$ cat src/rtl/hpdcache_core_req_arbiter_if.sv
// Core-side request/response bundle between NREQ requesters and one HPDcache requester port.
// The arbiter takes the slave view; the core side (or a bench) takes the master view.
interface hpdcache_core_req_arbiter_if #(
  parameter int unsigned NREQ  = 4,
  parameter int unsigned SID_W = 3,
  parameter int unsigned REQ_W = 128,
  parameter int unsigned RSP_W = 80,
  parameter int unsigned CNT_W = 4
);
  logic [NREQ-1:0]             req_valid_i;
  logic [NREQ-1:0]             req_ready_o;
  logic [NREQ-1:0][REQ_W-1:0]  req_i;
  logic [NREQ-1:0]             req_need_rsp_i;
  logic                        cache_req_valid_o;
  logic                        cache_req_ready_i;
  logic [REQ_W-1:0]            cache_req_o;
  logic [SID_W-1:0]            cache_req_sid_o;
  logic                        cache_rsp_valid_i;
  logic [RSP_W-1:0]            cache_rsp_i;
  logic [SID_W-1:0]            cache_rsp_sid_i;
  logic [NREQ-1:0]             rsp_valid_o;
  logic [NREQ-1:0][RSP_W-1:0]  rsp_o;
  logic [NREQ-1:0][CNT_W-1:0]  outstanding_o;
  logic                        orphan_rsp_o;
  logic                        idle_o;

  modport slave (
    input  req_valid_i, req_i, req_need_rsp_i, cache_req_ready_i,
           cache_rsp_valid_i, cache_rsp_i, cache_rsp_sid_i,
    output req_ready_o, cache_req_valid_o, cache_req_o, cache_req_sid_o,
           rsp_valid_o, rsp_o, outstanding_o, orphan_rsp_o, idle_o
  );

  modport master (
    output req_valid_i, req_i, req_need_rsp_i, cache_req_ready_i,
           cache_rsp_valid_i, cache_rsp_i, cache_rsp_sid_i,
    input  req_ready_o, cache_req_valid_o, cache_req_o, cache_req_sid_o,
           rsp_valid_o, rsp_o, outstanding_o, orphan_rsp_o, idle_o
  );
endinterface

$ cat src/rtl/hpdcache_core_req_arbiter.sv
// N-requester front-end for one HPDcache core port: RR/fixed-priority arbitration into a
// registered output stage, per-requester outstanding throttling and SID-based response routing.
module hpdcache_core_req_arbiter #(
  parameter int unsigned NREQ      = 4,
  parameter int unsigned SID_W     = 3,
  parameter int unsigned REQ_W     = 128,
  parameter int unsigned RSP_W     = 80,
  parameter int unsigned MAX_OUTST = 8,
  parameter bit          RR_EN     = 1'b1,
  parameter int unsigned CNT_W     = $clog2(MAX_OUTST + 1)
) (
  input  logic clk_i,
  input  logic rst_i,
  hpdcache_core_req_arbiter_if.slave bus
);

  logic [NREQ-1:0]            eligible;
  logic [NREQ-1:0]            grant;
  logic [NREQ-1:0]            inc;
  logic [NREQ-1:0]            dec;
  logic [NREQ-1:0]            dec_hit;
  logic [NREQ-1:0]            orphan_vec;
  logic [SID_W-1:0]           grant_idx;
  logic [SID_W-1:0]           ptr_q;
  logic [SID_W-1:0]           sid_q;
  logic [REQ_W-1:0]           req_mux;
  logic [REQ_W-1:0]           req_q;
  logic [NREQ-1:0][CNT_W-1:0] cnt_q;
  logic [NREQ-1:0][CNT_W-1:0] cnt_d;
  logic                       found;
  logic                       load;
  logic                       hs;
  logic                       sid_in_range;
  logic                       orphan_now;
  logic                       valid_q;
  logic                       valid_d;
  logic                       orphan_q;
  logic                       idle_q;
  logic                       idle_d;

  // A requester that needs a response is held off once its outstanding budget is used up.
  always_comb begin
    eligible = '0;
    for (int i = 0; i < int'(NREQ); i++) begin
      eligible[i] = bus.req_valid_i[i] &&
                    !(bus.req_need_rsp_i[i] && (cnt_q[i] == CNT_W'(MAX_OUTST)));
    end
  end

  // Two-pass circular search: indices at/after the pointer first, then wrap to the bottom.
  always_comb begin
    found     = 1'b0;
    grant_idx = '0;
    for (int i = 0; i < int'(NREQ); i++) begin
      if (!found && eligible[i] && (!RR_EN || (i >= int'(ptr_q)))) begin
        found     = 1'b1;
        grant_idx = SID_W'(i);
      end
    end
    for (int i = 0; i < int'(NREQ); i++) begin
      if (!found && eligible[i]) begin
        found     = 1'b1;
        grant_idx = SID_W'(i);
      end
    end
  end

  always_comb begin
    grant   = '0;
    req_mux = '0;
    for (int i = 0; i < int'(NREQ); i++) begin
      grant[i] = found && (grant_idx == SID_W'(i));
      if (grant[i]) req_mux = req_mux | bus.req_i[i];
    end
  end

  assign load = !valid_q || bus.cache_req_ready_i;
  assign hs   = found && load;

  // Response decode; an orphan is dropped entirely so it cannot corrupt a counter.
  always_comb begin
    inc          = '0;
    dec_hit      = '0;
    orphan_vec   = '0;
    sid_in_range = (32'(bus.cache_rsp_sid_i) < NREQ);
    for (int i = 0; i < int'(NREQ); i++) begin
      inc[i]        = hs && grant[i] && bus.req_need_rsp_i[i];
      dec_hit[i]    = bus.cache_rsp_valid_i && (bus.cache_rsp_sid_i == SID_W'(i));
      orphan_vec[i] = dec_hit[i] && (cnt_q[i] == '0) && !inc[i];
    end
    orphan_now = bus.cache_rsp_valid_i && (!sid_in_range || (|orphan_vec));
    dec        = dec_hit & {NREQ{!orphan_now}};
  end

  always_comb begin
    cnt_d = cnt_q;
    for (int i = 0; i < int'(NREQ); i++) begin
      if (inc[i] && !dec[i])      cnt_d[i] = cnt_q[i] + CNT_W'(1);
      else if (!inc[i] && dec[i]) cnt_d[i] = cnt_q[i] - CNT_W'(1);
    end
  end

  assign valid_d = load ? hs : valid_q;
  assign idle_d  = !valid_d && (cnt_d == '0);

  always_ff @(posedge clk_i or posedge rst_i) begin
    if (rst_i) begin
      valid_q  <= 1'b0;
      req_q    <= '0;
      sid_q    <= '0;
      ptr_q    <= '0;
      cnt_q    <= '0;
      orphan_q <= 1'b0;
      idle_q   <= 1'b1;
    end else begin
      valid_q <= valid_d;
      cnt_q   <= cnt_d;
      idle_q  <= idle_d;
      if (hs) begin
        req_q <= req_mux;
        sid_q <= grant_idx;
        ptr_q <= (grant_idx == SID_W'(NREQ - 1)) ? '0 : grant_idx + SID_W'(1);
      end
      if (orphan_now) orphan_q <= 1'b1;
    end
  end

  assign bus.req_ready_o       = grant & {NREQ{load}};
  assign bus.cache_req_valid_o = valid_q;
  assign bus.cache_req_o       = req_q;
  assign bus.cache_req_sid_o   = sid_q;
  assign bus.rsp_valid_o       = dec;
  assign bus.rsp_o             = {NREQ{bus.cache_rsp_i}};
  assign bus.outstanding_o     = cnt_q;
  assign bus.orphan_rsp_o      = orphan_q;
  assign bus.idle_o            = idle_q;

endmodule

$ cat src/flat_wrapper.sv
// flat-port wrapper written by rule: the top's interface ports become plain ports
module hpdcache_core_req_arbiter_flat 
#(
  parameter int unsigned NREQ      = 4,
  parameter int unsigned SID_W     = 3,
  parameter int unsigned REQ_W     = 128,
  parameter int unsigned RSP_W     = 80,
  parameter int unsigned MAX_OUTST = 8,
  parameter bit          RR_EN     = 1'b1,
  parameter int unsigned CNT_W     = $clog2(MAX_OUTST + 1)
)
  (clk_i, rst_i, bus_req_valid_i, bus_req_i, bus_req_need_rsp_i, bus_cache_req_ready_i, bus_cache_rsp_valid_i, bus_cache_rsp_i, bus_cache_rsp_sid_i, bus_req_ready_o, bus_cache_req_valid_o, bus_cache_req_o, bus_cache_req_sid_o, bus_rsp_valid_o, bus_rsp_o, bus_outstanding_o, bus_orphan_rsp_o, bus_idle_o);
  hpdcache_core_req_arbiter_if #(.NREQ(NREQ), .SID_W(SID_W), .REQ_W(REQ_W), .RSP_W(RSP_W), .CNT_W(CNT_W)) bus_i ();
  input  logic clk_i;
  input  logic rst_i;
  input wire logic [$bits(bus_i.req_valid_i)-1:0] bus_req_valid_i;
  input wire logic [$bits(bus_i.req_i)-1:0] bus_req_i;
  input wire logic [$bits(bus_i.req_need_rsp_i)-1:0] bus_req_need_rsp_i;
  input wire logic [$bits(bus_i.cache_req_ready_i)-1:0] bus_cache_req_ready_i;
  input wire logic [$bits(bus_i.cache_rsp_valid_i)-1:0] bus_cache_rsp_valid_i;
  input wire logic [$bits(bus_i.cache_rsp_i)-1:0] bus_cache_rsp_i;
  input wire logic [$bits(bus_i.cache_rsp_sid_i)-1:0] bus_cache_rsp_sid_i;
  output wire logic [$bits(bus_i.req_ready_o)-1:0] bus_req_ready_o;
  output wire logic [$bits(bus_i.cache_req_valid_o)-1:0] bus_cache_req_valid_o;
  output wire logic [$bits(bus_i.cache_req_o)-1:0] bus_cache_req_o;
  output wire logic [$bits(bus_i.cache_req_sid_o)-1:0] bus_cache_req_sid_o;
  output wire logic [$bits(bus_i.rsp_valid_o)-1:0] bus_rsp_valid_o;
  output wire logic [$bits(bus_i.rsp_o)-1:0] bus_rsp_o;
  output wire logic [$bits(bus_i.outstanding_o)-1:0] bus_outstanding_o;
  output wire logic [$bits(bus_i.orphan_rsp_o)-1:0] bus_orphan_rsp_o;
  output wire logic [$bits(bus_i.idle_o)-1:0] bus_idle_o;
  assign bus_i.req_valid_i = bus_req_valid_i;
  assign bus_i.req_i = bus_req_i;
  assign bus_i.req_need_rsp_i = bus_req_need_rsp_i;
  assign bus_i.cache_req_ready_i = bus_cache_req_ready_i;
  assign bus_i.cache_rsp_valid_i = bus_cache_rsp_valid_i;
  assign bus_i.cache_rsp_i = bus_cache_rsp_i;
  assign bus_i.cache_rsp_sid_i = bus_cache_rsp_sid_i;
  assign bus_req_ready_o = bus_i.req_ready_o;
  assign bus_cache_req_valid_o = bus_i.cache_req_valid_o;
  assign bus_cache_req_o = bus_i.cache_req_o;
  assign bus_cache_req_sid_o = bus_i.cache_req_sid_o;
  assign bus_rsp_valid_o = bus_i.rsp_valid_o;
  assign bus_rsp_o = bus_i.rsp_o;
  assign bus_outstanding_o = bus_i.outstanding_o;
  assign bus_orphan_rsp_o = bus_i.orphan_rsp_o;
  assign bus_idle_o = bus_i.idle_o;
  hpdcache_core_req_arbiter #(.NREQ(NREQ), .SID_W(SID_W), .REQ_W(REQ_W), .RSP_W(RSP_W), .MAX_OUTST(MAX_OUTST), .RR_EN(RR_EN), .CNT_W(CNT_W)) u_core (.clk_i(clk_i), .rst_i(rst_i), .bus(bus_i));
endmodule
$ cat config.mk
export PLATFORM = sky130hd
export DESIGN_NAME = hpdcache_core_req_arbiter_flat
export DESIGN_NICKNAME = d
export VERILOG_FILES = /design/src/rtl/hpdcache_core_req_arbiter_if.sv /design/src/rtl/hpdcache_core_req_arbiter.sv /design/src/flat_wrapper.sv
export SDC_FILE = /design/constraint.sdc
export NUM_CORES = 1
export LEC_CHECK = 0
export CAP_MARGIN = 20
export CORE_AREA = 8 8 415 417
export DETAILED_ROUTE_END_ITERATION = 6
export DIE_AREA = 0 0 423 425
export GPL_ROUTABILITY_DRIVEN = 1
export PLACE_DENSITY_LB_ADDON = 0.2
export SLEW_MARGIN = 5
export SYNTH_ARGS = -nofsm -noshare
export SYNTH_HDL_FRONTEND = slang
export SYNTH_SLANG_ARGS = --single-unit
$ cat constraint.sdc
create_clock -name clk_i -period 5.3 [get_ports clk_i]
set_input_delay 1.06 -clock clk_i [delete_from_list [all_inputs] [get_ports clk_i]]
set_output_delay 1.06 -clock clk_i [all_outputs]
set_load 0.01 [all_outputs]
* Yosys cells after proc, flatten, opt, wreduce, memory -nomap -nowiden
Index checks and enable logic that the tools add are counted.
Cells by class: add/sub/neg operators 9, order comparisons 5, eq/ne operators 10, muxes and demuxes 29, bitwise logic cells 5, reductions and logical operators 87
Operators by type and width (count):
- $mux 128 | 4
- $or 128x128->128 | 3
- $logic_and 1x1->1 | 54
- $mux 4 | 8
- $logic_not 1->1 | 23
- $add 4x1->4 const B | 4
- $eq 4x4->1 const B | 4
- $logic_not 16->1 | 1
- $logic_not 4->1 | 4
- $sub 4x1->4 const B | 4
- $mux 2 | 6
- $mux 1 | 10
- $and 4x4->4 | 2
- $eq 3x2->1 const B | 2
- $ge 1x3->1 const A | 2
- $ge 2x3->1 const A | 2
- $logic_not 3->1 | 2
- $eq 2x2->1 const B | 2
- $reduce_or 4->1 | 1
- $add 2x1->3 const B | 1
- $eq 3x1->1 const B | 1
- $lt 3x3->1 const B | 1
- $mux 3 | 1
- $eq 2x1->1 const B | 1
- $logic_or 1x1->1 | 2
Storage, ports and cells: flip-flop bits (word level) 153, input port bits 607, output and inout bits 478, word-level logic and storage cells 155

* Depth between registers and ports, before layout
Gate-level depths: netlist of the first run.
word-level depth 46, mapped depth 18, depth with buffers taken out 18

* Least setup slack after synthesis of the first run
No wires, ideal clock.
path type input to register, from input bus_req_valid_i[0], to register u_core.idle_q, in the netlist u_core.bus.idle_o, library setup time 0.090 ns, arrival time 3.760 ns, data required time 5.210 ns, path slack 1.450 ns, cell stages on the path 14, path buffers 1, path through buf_2 -> nor2b_1 -> a32oi_1 -> o22ai_1 -> a41oi_1 -> ha_1 -> nand2_1 -> nand3_1 -> nand2_1 -> a211o_1 -> o41ai_1 -> xor2_1 -> or4b_1 -> nor4_2
RTL lines:
- start: declaration | RTL line flat_wrapper.sv:16 | input wire logic [$bits(bus_i.req_valid_i)-1:0] bus_req_valid_i;
- end signal: assignment | RTL line hpdcache_core_req_arbiter.sv:118 | idle_q <= idle_d;
- end: declaration | RTL line hpdcache_core_req_arbiter.sv:38 | logic idle_q;

* Worst setup path after layout of the first run
from input bus_req_need_rsp_i[1], to output bus_rsp_valid_o[3]
Between the ends: cells in the longest elaborated chain, start to end 37, elaborated cells between the ends (all ways) 63, classes of those cells 3 x eq/ne; 14 x mux; 1 x bitwise; 45 x reduce/logical
RTL lines:
- start: declaration | RTL line flat_wrapper.sv:18 | input wire logic [$bits(bus_i.req_need_rsp_i)-1:0] bus_req_need_rsp_i;
- $logic_and 1x1->1 (*) | RTL line hpdcache_core_req_arbiter.sv:46 | !(bus.req_need_rsp_i[i] && (cnt_q[i] == CNT_W'(MAX_OUTST)));
- $logic_not 1->1 (*) | RTL line hpdcache_core_req_arbiter.sv:46
- $logic_and 1x1->1 (*) | RTL line hpdcache_core_req_arbiter.sv:45 | eligible[i] = bus.req_valid_i[i] &&
- $logic_and 1x1->1 (2 in series) | RTL line hpdcache_core_req_arbiter.sv:55 | if (!found && eligible[i] && (!RR_EN || (i >= int'(ptr_q)))) begin
- $mux 1 | RTL line hpdcache_core_req_arbiter.sv:55
- $logic_not 1->1 | RTL line hpdcache_core_req_arbiter.sv:55
- $logic_and 1x1->1 (2 in series) | RTL line hpdcache_core_req_arbiter.sv:55
- $mux 1 | RTL line hpdcache_core_req_arbiter.sv:55
- [16 not listed]
- via u_core.grant_idx[1] | RTL line hpdcache_core_req_arbiter.sv:23 | logic [SID_W-1:0] grant_idx;
- [2 not listed]
- $logic_and 1x1->1 (2 in series) | RTL line hpdcache_core_req_arbiter.sv:87 | inc[i] = hs && grant[i] && bus.req_need_rsp_i[i];
- $logic_not 1->1 | RTL line hpdcache_core_req_arbiter.sv:89 | orphan_vec[i] = dec_hit[i] && (cnt_q[i] == '0) && !inc[i];
- $logic_and 1x1->1 | RTL line hpdcache_core_req_arbiter.sv:89
- $reduce_or 4->1 (*) | RTL line hpdcache_core_req_arbiter.sv:91 | orphan_now = bus.cache_rsp_valid_i && (!sid_in_range || (|orphan_vec));
- $logic_or 1x1->1 (*) | RTL line hpdcache_core_req_arbiter.sv:91
- $logic_and 1x1->1 (*) | RTL line hpdcache_core_req_arbiter.sv:91
- $logic_not 1->1 (*) | RTL line hpdcache_core_req_arbiter.sv:92 | dec = dec_hit & {NREQ{!orphan_now}};
- $and 4x4->4 (*) | RTL line hpdcache_core_req_arbiter.sv:92
- end: declaration | RTL line flat_wrapper.sv:27 | output wire logic [$bits(bus_i.rsp_valid_o)-1:0] bus_rsp_valid_o;
The timed path passes the listed nets; every way through them passes the cells marked *.

==> impl_metrics.env, run 1 <==
export IMPL_drt_iter0_drc=757
export IMPL_holdPathStages=1
export IMPL_die_h_um=425
export IMPL_slew_viol_final=0
export IMPL_syn_num_nets=1893
export IMPL_h_tree_depth=4
export IMPL_cp_top_family="buffers and inverters"
export IMPL_finalPower_uw=7312
export IMPL_postRouteAntennaNets=0
export IMPL_cts_buffers=17
export IMPL_synthArstFlopShare=1.000
export IMPL_slew_headroom=0.2930
export IMPL_via_count=11250
export IMPL_core_um2=165900
export IMPL_final_nets=2229
export IMPL_setup_viol=0
export IMPL_ys_flop_type="dfrtp_1"
export IMPL_grt_pass1_wl_mm=115.9
export IMPL_max_freq_ghz=0.1990
export IMPL_yosysWarningCount=0
export IMPL_multi_input_area_um2=4628
export IMPL_rr_endpoint="u_core.bus.idle_o"
export IMPL_syn_inst=1272
export IMPL_power_static_leakage_uw=0.006444
export IMPL_crit_type="in -> out"
export IMPL_antenna_found_initial=26
export IMPL_crit_buf_inv=3
export IMPL_initial_core_util=0.06722
export IMPL_end_kind="output pin"
export IMPL_cts_tree="done"
export IMPL_clockBufferDepth=2
export IMPL_worst_r2r_path_depth=16
export IMPL_die_w_um=423
export IMPL_root_buffer="clkbuf_16"
export IMPL_cp_start_kind="input pin"
export IMPL_syn_avg_cell_area_um2=8.767
export IMPL_synth_most_common_cell="buf_4"
export IMPL_drt_total_wl_mm=89.51
export IMPL_gr_total_overflow=0
export IMPL_synth_top_cell_by_area="dfrtp_1"
export IMPL_reg2reg_slack_ns=1.35
export IMPL_grt_setup_unrepaired="no"
export IMPL_drive_above_1_share=0.05984
export IMPL_synthTopCellsByArea="dfrtp_1 (34%), buf_4 (22%), a221oi_1 (10%)"
export IMPL_ir_worst_vdd_mv=0.2867
export IMPL_gp_congestion=0.7741
export IMPL_clk_pin_slew_ns=0.07
export IMPL_viasPerCell=2.934
export IMPL_worst_pin_slew_ns=1.061
export IMPL_dr_pass1_iters=5
export IMPL_seq_area_um2=3780
export IMPL_fin_util=0.1151
export IMPL_area_growth_pct=71.27
export IMPL_fp_row_count=150
export IMPL_clock_skew_ns=0.02152
export IMPL_synth_edf_count=0
export IMPL_first_global_vias=12070
export IMPL_hold_buffers=0
export IMPL_worstPathRequired_ns=4.24
export IMPL_dp_hpwl_mm=73.32
export IMPL_synth_commonest_cells="buf_4 (321), dfrtp_1 (150), nor2_1 (136)"
export IMPL_cts_sink_count=151
export IMPL_crit_chain="clkdlybuf4s50_1, nand4b_1, and2_4, a31oi_1, o22ai_1, inv_1, ha_1, nand2_1, nand3_1, nand2_1, a21oi_2, clkdlybuf4s50_1"
export IMPL_hold_path_end="u_core.bus.orphan_rsp_o"
export IMPL_dieArea_um2=179800
export IMPL_ys_seq_area_frac=0.3389
export IMPL_syn_area_um2=11150
export IMPL_r2r_start="u_core.bus.outstanding_o[4]"
export IMPL_min_period_ns=5.025
export IMPL_yosys_register_bits=151
export IMPL_drc=0
export IMPL_ios=1085
export IMPL_synth_cell_types=64
export IMPL_cts_setup_buffers=0
export IMPL_synth_top_cell_area_share=0.3366
export IMPL_grt_max_degree=114
export IMPL_critical_path_max_stage_delay_ns=0.59
export IMPL_worstPathArrival_ns=3.96
export IMPL_final_period_utilization=0.9481
export IMPL_holdWs_ns=0.4662
export IMPL_slowest_stage="clkdlybuf4s50_1"
export IMPL_holdCritStartpoint="u_core.bus.orphan_rsp_o"
export IMPL_io_buffers=683
export IMPL_grtUsageTotal=0.09495
export IMPL_clock_latency_ns=0.53
export IMPL_hold_class="reg -> reg"
export IMPL_cap_violations=0
export IMPL_crit_path_max_fanout=4
export IMPL_power_density_nw_per_um2=382.8
export IMPL_wl_per_cell_um=23.35
export IMPL_fillCellCount=19230
export IMPL_status="complete, no violations"
export IMPL_final_hold_viol_count=0
cell families after synthesis:
group                      Yosys count  synth area share
and+or+nand+nor                    215           0.08942
adders and majority gates           14           0.01571
xor gates and xnor gates            14           0.01099
other                                1         0.0003363
muxes                                6          0.005610
buffers and inverters              429            0.2526
AOI/OAI and AO/OA                  442            0.2864
DFF                                151            0.3389
metal layers:
metal | part of all wire | GRT usage
met1 | 0.39 | 0.1074
met2 | 0.50 | 0.1605
met3 | 0.084 | 0.04336
met4 | 0.021 | 0.02497
met5 | 0.0046 | 0.01209
what timing repair did:
item | in CTS | in global routing
gates resized for setup | 1 | 4
pin swaps | 0 | 1
endpoints found under the setup margin | 1 | 2
how the worst max path moves through the flow:
stage	from	to	slack [ns]	depth (start not counted)
floorplan	rst_i	u_core.bus.cache_req_o[0]	0.18	1
global placement	bus_req_need_rsp_i[2]	bus_rsp_valid_o[3]	-0.03	11
detailed placement	bus_req_need_rsp_i[2]	bus_rsp_valid_o[3]	-0.003	11
CTS	bus_req_need_rsp_i[2]	bus_rsp_valid_o[0]	0.04	12
global route	bus_req_need_rsp_i[1]	bus_rsp_valid_o[3]	0.03	13
finish	bus_req_need_rsp_i[1]	bus_rsp_valid_o[3]	0.28	12
report_power, final:
part           leakage (µW)  switching [µW]  internal [µW]
Sequential          0.00174             401           1600
Clock              0.000282             746            630
Combinational       0.00443            2100           1830
Total               0.00644            3250           4060
registers in the layout (all words and copies together), names as in the netlist:
name,flops
u_core.bus.cache_req_o,128
u_core.bus.cache_req_sid_o,2
u_core.bus.cache_req_valid_o,1
u_core.bus.idle_o,1
u_core.bus.orphan_rsp_o,1
u_core.bus.outstanding_o,16
u_core.ptr_q,2
layout make-up:
| class | instances | share of cell area |
|---|---|---|
| Antenna cell | 8 | 0.001048 |
| Clock inverter | 15 | 0.008385 |
| Multi-Input combinational cell | 692 | 0.2423 |
| Timing Repair Buffer | 725 | 0.3792 |
| Clock buffer | 17 | 0.02227 |
| Sequential cell | 151 | 0.1979 |
| Tap cell | 2204 | 0.1444 |
| Inverter | 21 | 0.004520 |
worst reg2reg max path, cell delays in order (launching register included):
cell and delay, ns:
dfrtp_1 0.47, inv_1 0.12, ha_1 0.18, nand4b_1 0.23
and2_4 0.26, a31oi_1 0.15, o22ai_1 0.19, inv_1 0.10
ha_1 0.20, nand2_1 0.11, nand3_1 0.13, nand2_1 0.14
a211o_1 0.33, o41ai_1 0.32, xor2_1 0.15, or4b_1 0.56
nor4_2 0.24
per-stage QoR:
stage,std cells,worst slack (ns),instance area [µm²],TNS (ns)
3_5_place_dp,3793,-0.002535,18470,-0.002535
6_report,3833,0.2752,19100,0
3_3_place_gp,3793,-0.03374,18470,-0.03374
5_1_grt,3828,0.03426,19090,0
4_1_cts,3825,0.03846,19060,0
2_1_floorplan,1272,0.1769,11150,0
cells in the final DEF, fill, tap and decap left out, types with 3 or more instances in the layout:
master and count:
ha_1 13, a31oi_1 5, nor3b_1 5, dfrtp_1 150, a22oi_1 130, diode_2 8, clkdlybuf4s50_1 682, inv_6 3
inv_8 6, a22o_1 4, and3_1 4, mux2i_1 4, nor2b_1 3, o221ai_1 3, buf_4 35, nor3_1 4
buf_12 7, clkbuf_16 17, nand2_1 27, clkinv_8 3, nor2_1 134, o21ai_0 11, nand3_1 9, a221oi_1 130
a21oi_1 134, inv_1 20, xor2_1 4, and2_1 6, xnor2_1 10
(Power assumes the default switching activity.)
==> run 2: changes to the inputs <==
--- a/config.mk
+++ b/config.mk
@@ -11,6 +11,7 @@
 export DIE_AREA = 0 0 423 425
 export GPL_ROUTABILITY_DRIVEN = 1
 export PLACE_DENSITY_LB_ADDON = 0.2
+export RECOVER_POWER = 50
 export SLEW_MARGIN = 5
 export SYNTH_ARGS = -nofsm -noshare
 export SYNTH_HDL_FRONTEND = slang
==> impl_metrics.env, run 2 (synthesis gave the netlist of run 1 again) <==
export IMPL_cp_start_kind="input pin"
export IMPL_combPwrFrac=0.538
export IMPL_clock_skew_ns=0.02260
export IMPL_area_growth_pct=71.08
export IMPL_final_period_utilization=0.9563
export IMPL_r2r_start="u_core.bus.outstanding_o[4]"
export IMPL_cts_sink_count=151
export IMPL_die_w_um=423
export IMPL_worst_r2r_path_depth=17
export IMPL_final_cell_mix="clkdlybuf4s50_1 (681), dfrtp_1 (150), nor2_1 (134), a21oi_1 (134)"
export IMPL_p_int_uw=4063
export IMPL_gr_total_overflow=0
export IMPL_violations="capacitance limit, slew limit"
export IMPL_grt_setup_unrepaired="no"
export IMPL_min_period_ns=5.068
export IMPL_fin_util=0.1150
export IMPL_clk_pin_slew_ns=0.07
export IMPL_die_h_um=425
export IMPL_multi_input_area_um2=4628
export IMPL_hold_class="reg -> reg"
export IMPL_viasPerCell=2.939
export IMPL_dieArea_um2=179800
export IMPL_worst_pin_slew_ns=3.443
export IMPL_ir_worst_vdd_mv=0.2870
export IMPL_end_kind="output pin"
export IMPL_root_buffer="clkbuf_16"
export IMPL_drt_total_wl_mm=89.59
export IMPL_drive_above_1_share=0.05984
export IMPL_power_static_leakage_uw=0.006432
export IMPL_postRouteAntennaNets=0
export IMPL_cap_violations=1
export IMPL_slew_headroom=-1.308
export IMPL_rr_endpoint="u_core.bus.idle_o"
export IMPL_max_freq_ghz=0.1973
export IMPL_clockBufferDepth=2
export IMPL_final_nets=2229
export IMPL_holdWs_ns=0.4662
export IMPL_core_um2=165900
export IMPL_first_global_vias=12070
export IMPL_power_density_nw_per_um2=383.4
export IMPL_drt_iter0_drc=749
export IMPL_wl_per_cell_um=23.37
export IMPL_worstPathRequired_ns=4.24
export IMPL_cts_setup_buffers=0
export IMPL_fillCellCount=19230
export IMPL_via_count=11260
export IMPL_final_area_um2=19080
export IMPL_crit_path_max_fanout=4
export IMPL_cts_tree="done"
export IMPL_antenna_found_initial=26
export IMPL_initial_core_util=0.06722
export IMPL_swShare=0.4444
export IMPL_setup_viol=0
export IMPL_gp_congestion=0.7741
export IMPL_status="complete, but fails checks"
export IMPL_grt_pass1_wl_mm=115.9
export IMPL_seq_area_um2=3780
export IMPL_hold_buffers=0
export IMPL_grt_max_degree=114
export IMPL_ios=1085
export IMPL_p_seq_frac=0.274
export IMPL_dp_hpwl_mm=73.32
export IMPL_clock_power_share=0.189
export IMPL_io_buffers=683
export IMPL_h_tree_depth=4
export IMPL_switching_power_uw=3250
export IMPL_reg2reg_slack_ns=1.30
export IMPL_post_dp_cell_area_um2=18470
export IMPL_holdCritStartpoint="u_core.bus.orphan_rsp_o"
export IMPL_cts_buffers=17
export IMPL_holdPathStages=1
export IMPL_finalPower_uw=7314
export IMPL_fp_row_count=150
export IMPL_worstPathArrival_ns=4.01
export IMPL_final_common_cell="clkdlybuf4s50_1"
export IMPL_grtUsageTotal=0.09495
export IMPL_clock_latency_ns=0.54
export IMPL_largest_reg_flops=128
export IMPL_crit_type="in -> out"
export IMPL_slew_viol_final=58
export IMPL_drc=0
export IMPL_final_hold_viol_count=0
export IMPL_dr_pass1_iters=6
export IMPL_hold_path_end="u_core.bus.orphan_rsp_o"
run 2: cell types whose count changed in the layout (fill, tap and decap cells not counted), sizes merged:
cell           delta
clkbuf            +2
dlygate4sd3       +1
clkdlybuf4s50     -1
inv               -1
clkinvlp          +1
buf               -2
run 2: cell type report:
class / count / share of cell area
Multi-Input combinational cell: 692 / 0.2426
Tap cell: 2204 / 0.1445
Clock buffer: 17 / 0.02230
Inverter: 21 / 0.004197
Timing Repair Buffer: 725 / 0.3788
Clock inverter: 15 / 0.008395
Sequential cell: 151 / 0.1981
Antenna cell: 8 / 0.001049
run 2: critical path, stage by stage:
cell	delay, ns
clkdlybuf4s50_1	0.53
nand4b_1	0.24
nand2_1	0.17
o21ai_0	0.09
a21oi_1	0.19
o22ai_1	0.19
inv_1	0.10
ha_1	0.20
nand2_1	0.11
nand3_1	0.13
nand2_1	0.14
a21oi_2	0.26
clkdlybuf4s50_1	0.59
run 2: worst max path at each step:
stage                           from                   endpoint  slack (ns)  depth (start not counted)
2_1_floorplan                  rst_i  u_core.bus.cache_req_o[0]        0.18                          1
3_3_place_gp   bus_req_need_rsp_i[2]         bus_rsp_valid_o[3]       -0.03                         11
3_5_place_dp   bus_req_need_rsp_i[2]         bus_rsp_valid_o[3]      -0.003                         11
4_1_cts        bus_req_need_rsp_i[2]         bus_rsp_valid_o[0]        0.04                         12
5_1_grt        bus_req_need_rsp_i[1]         bus_rsp_valid_o[3]        0.03                         13
6_report       bus_req_need_rsp_i[1]         bus_rsp_valid_o[3]        0.23                         13
run 2: through the flow:
step,instances,setup WS [ns],setup TNS (ns)
2_1_floorplan,1272,0.1769,0
3_3_place_gp,3793,-0.03374,-0.03374
3_5_place_dp,3793,-0.002535,-0.002535
4_1_cts,3825,0.03846,0
5_1_grt,3828,0.03426,0
6_report,3833,0.2318,0
run 2: what timing repair did:
| item | 4_1_cts | 5_1_grt |
|---|---|---|
| endpoints found under the hold margin | 0 | 0 |
| endpoints found under the setup margin | 1 | 2 |
| resized for setup | 1 | 4 |
| pin swaps | 0 | 1 |
run 2: power groups by stage:
stage / sequential, µW / combinational, µW / clock [µW]
after floorplan: 2120 / 1630 / 0
after global placement: 2030 / 4070 / 0
after detailed placement: 2020 / 4040 / 0
after CTS: 2010 / 4050 / 1510
after global routing: 2080 / 4240 / 1510
final: 2000 / 3930 / 1380
run 2: routing by layer:
| layer | track usage | up-vias | share of wire |
|---|---|---|---|
| met5 | 0.01209 | - | 0.0046 |
| met4 | 0.02497 | 20 | 0.021 |
| met3 | 0.04336 | 146 | 0.085 |
| met2 | 0.1605 | 456 | 0.50 |
| met1 | 0.1074 | 5590 | 0.39 |
| li1 | - | 5052 | - |
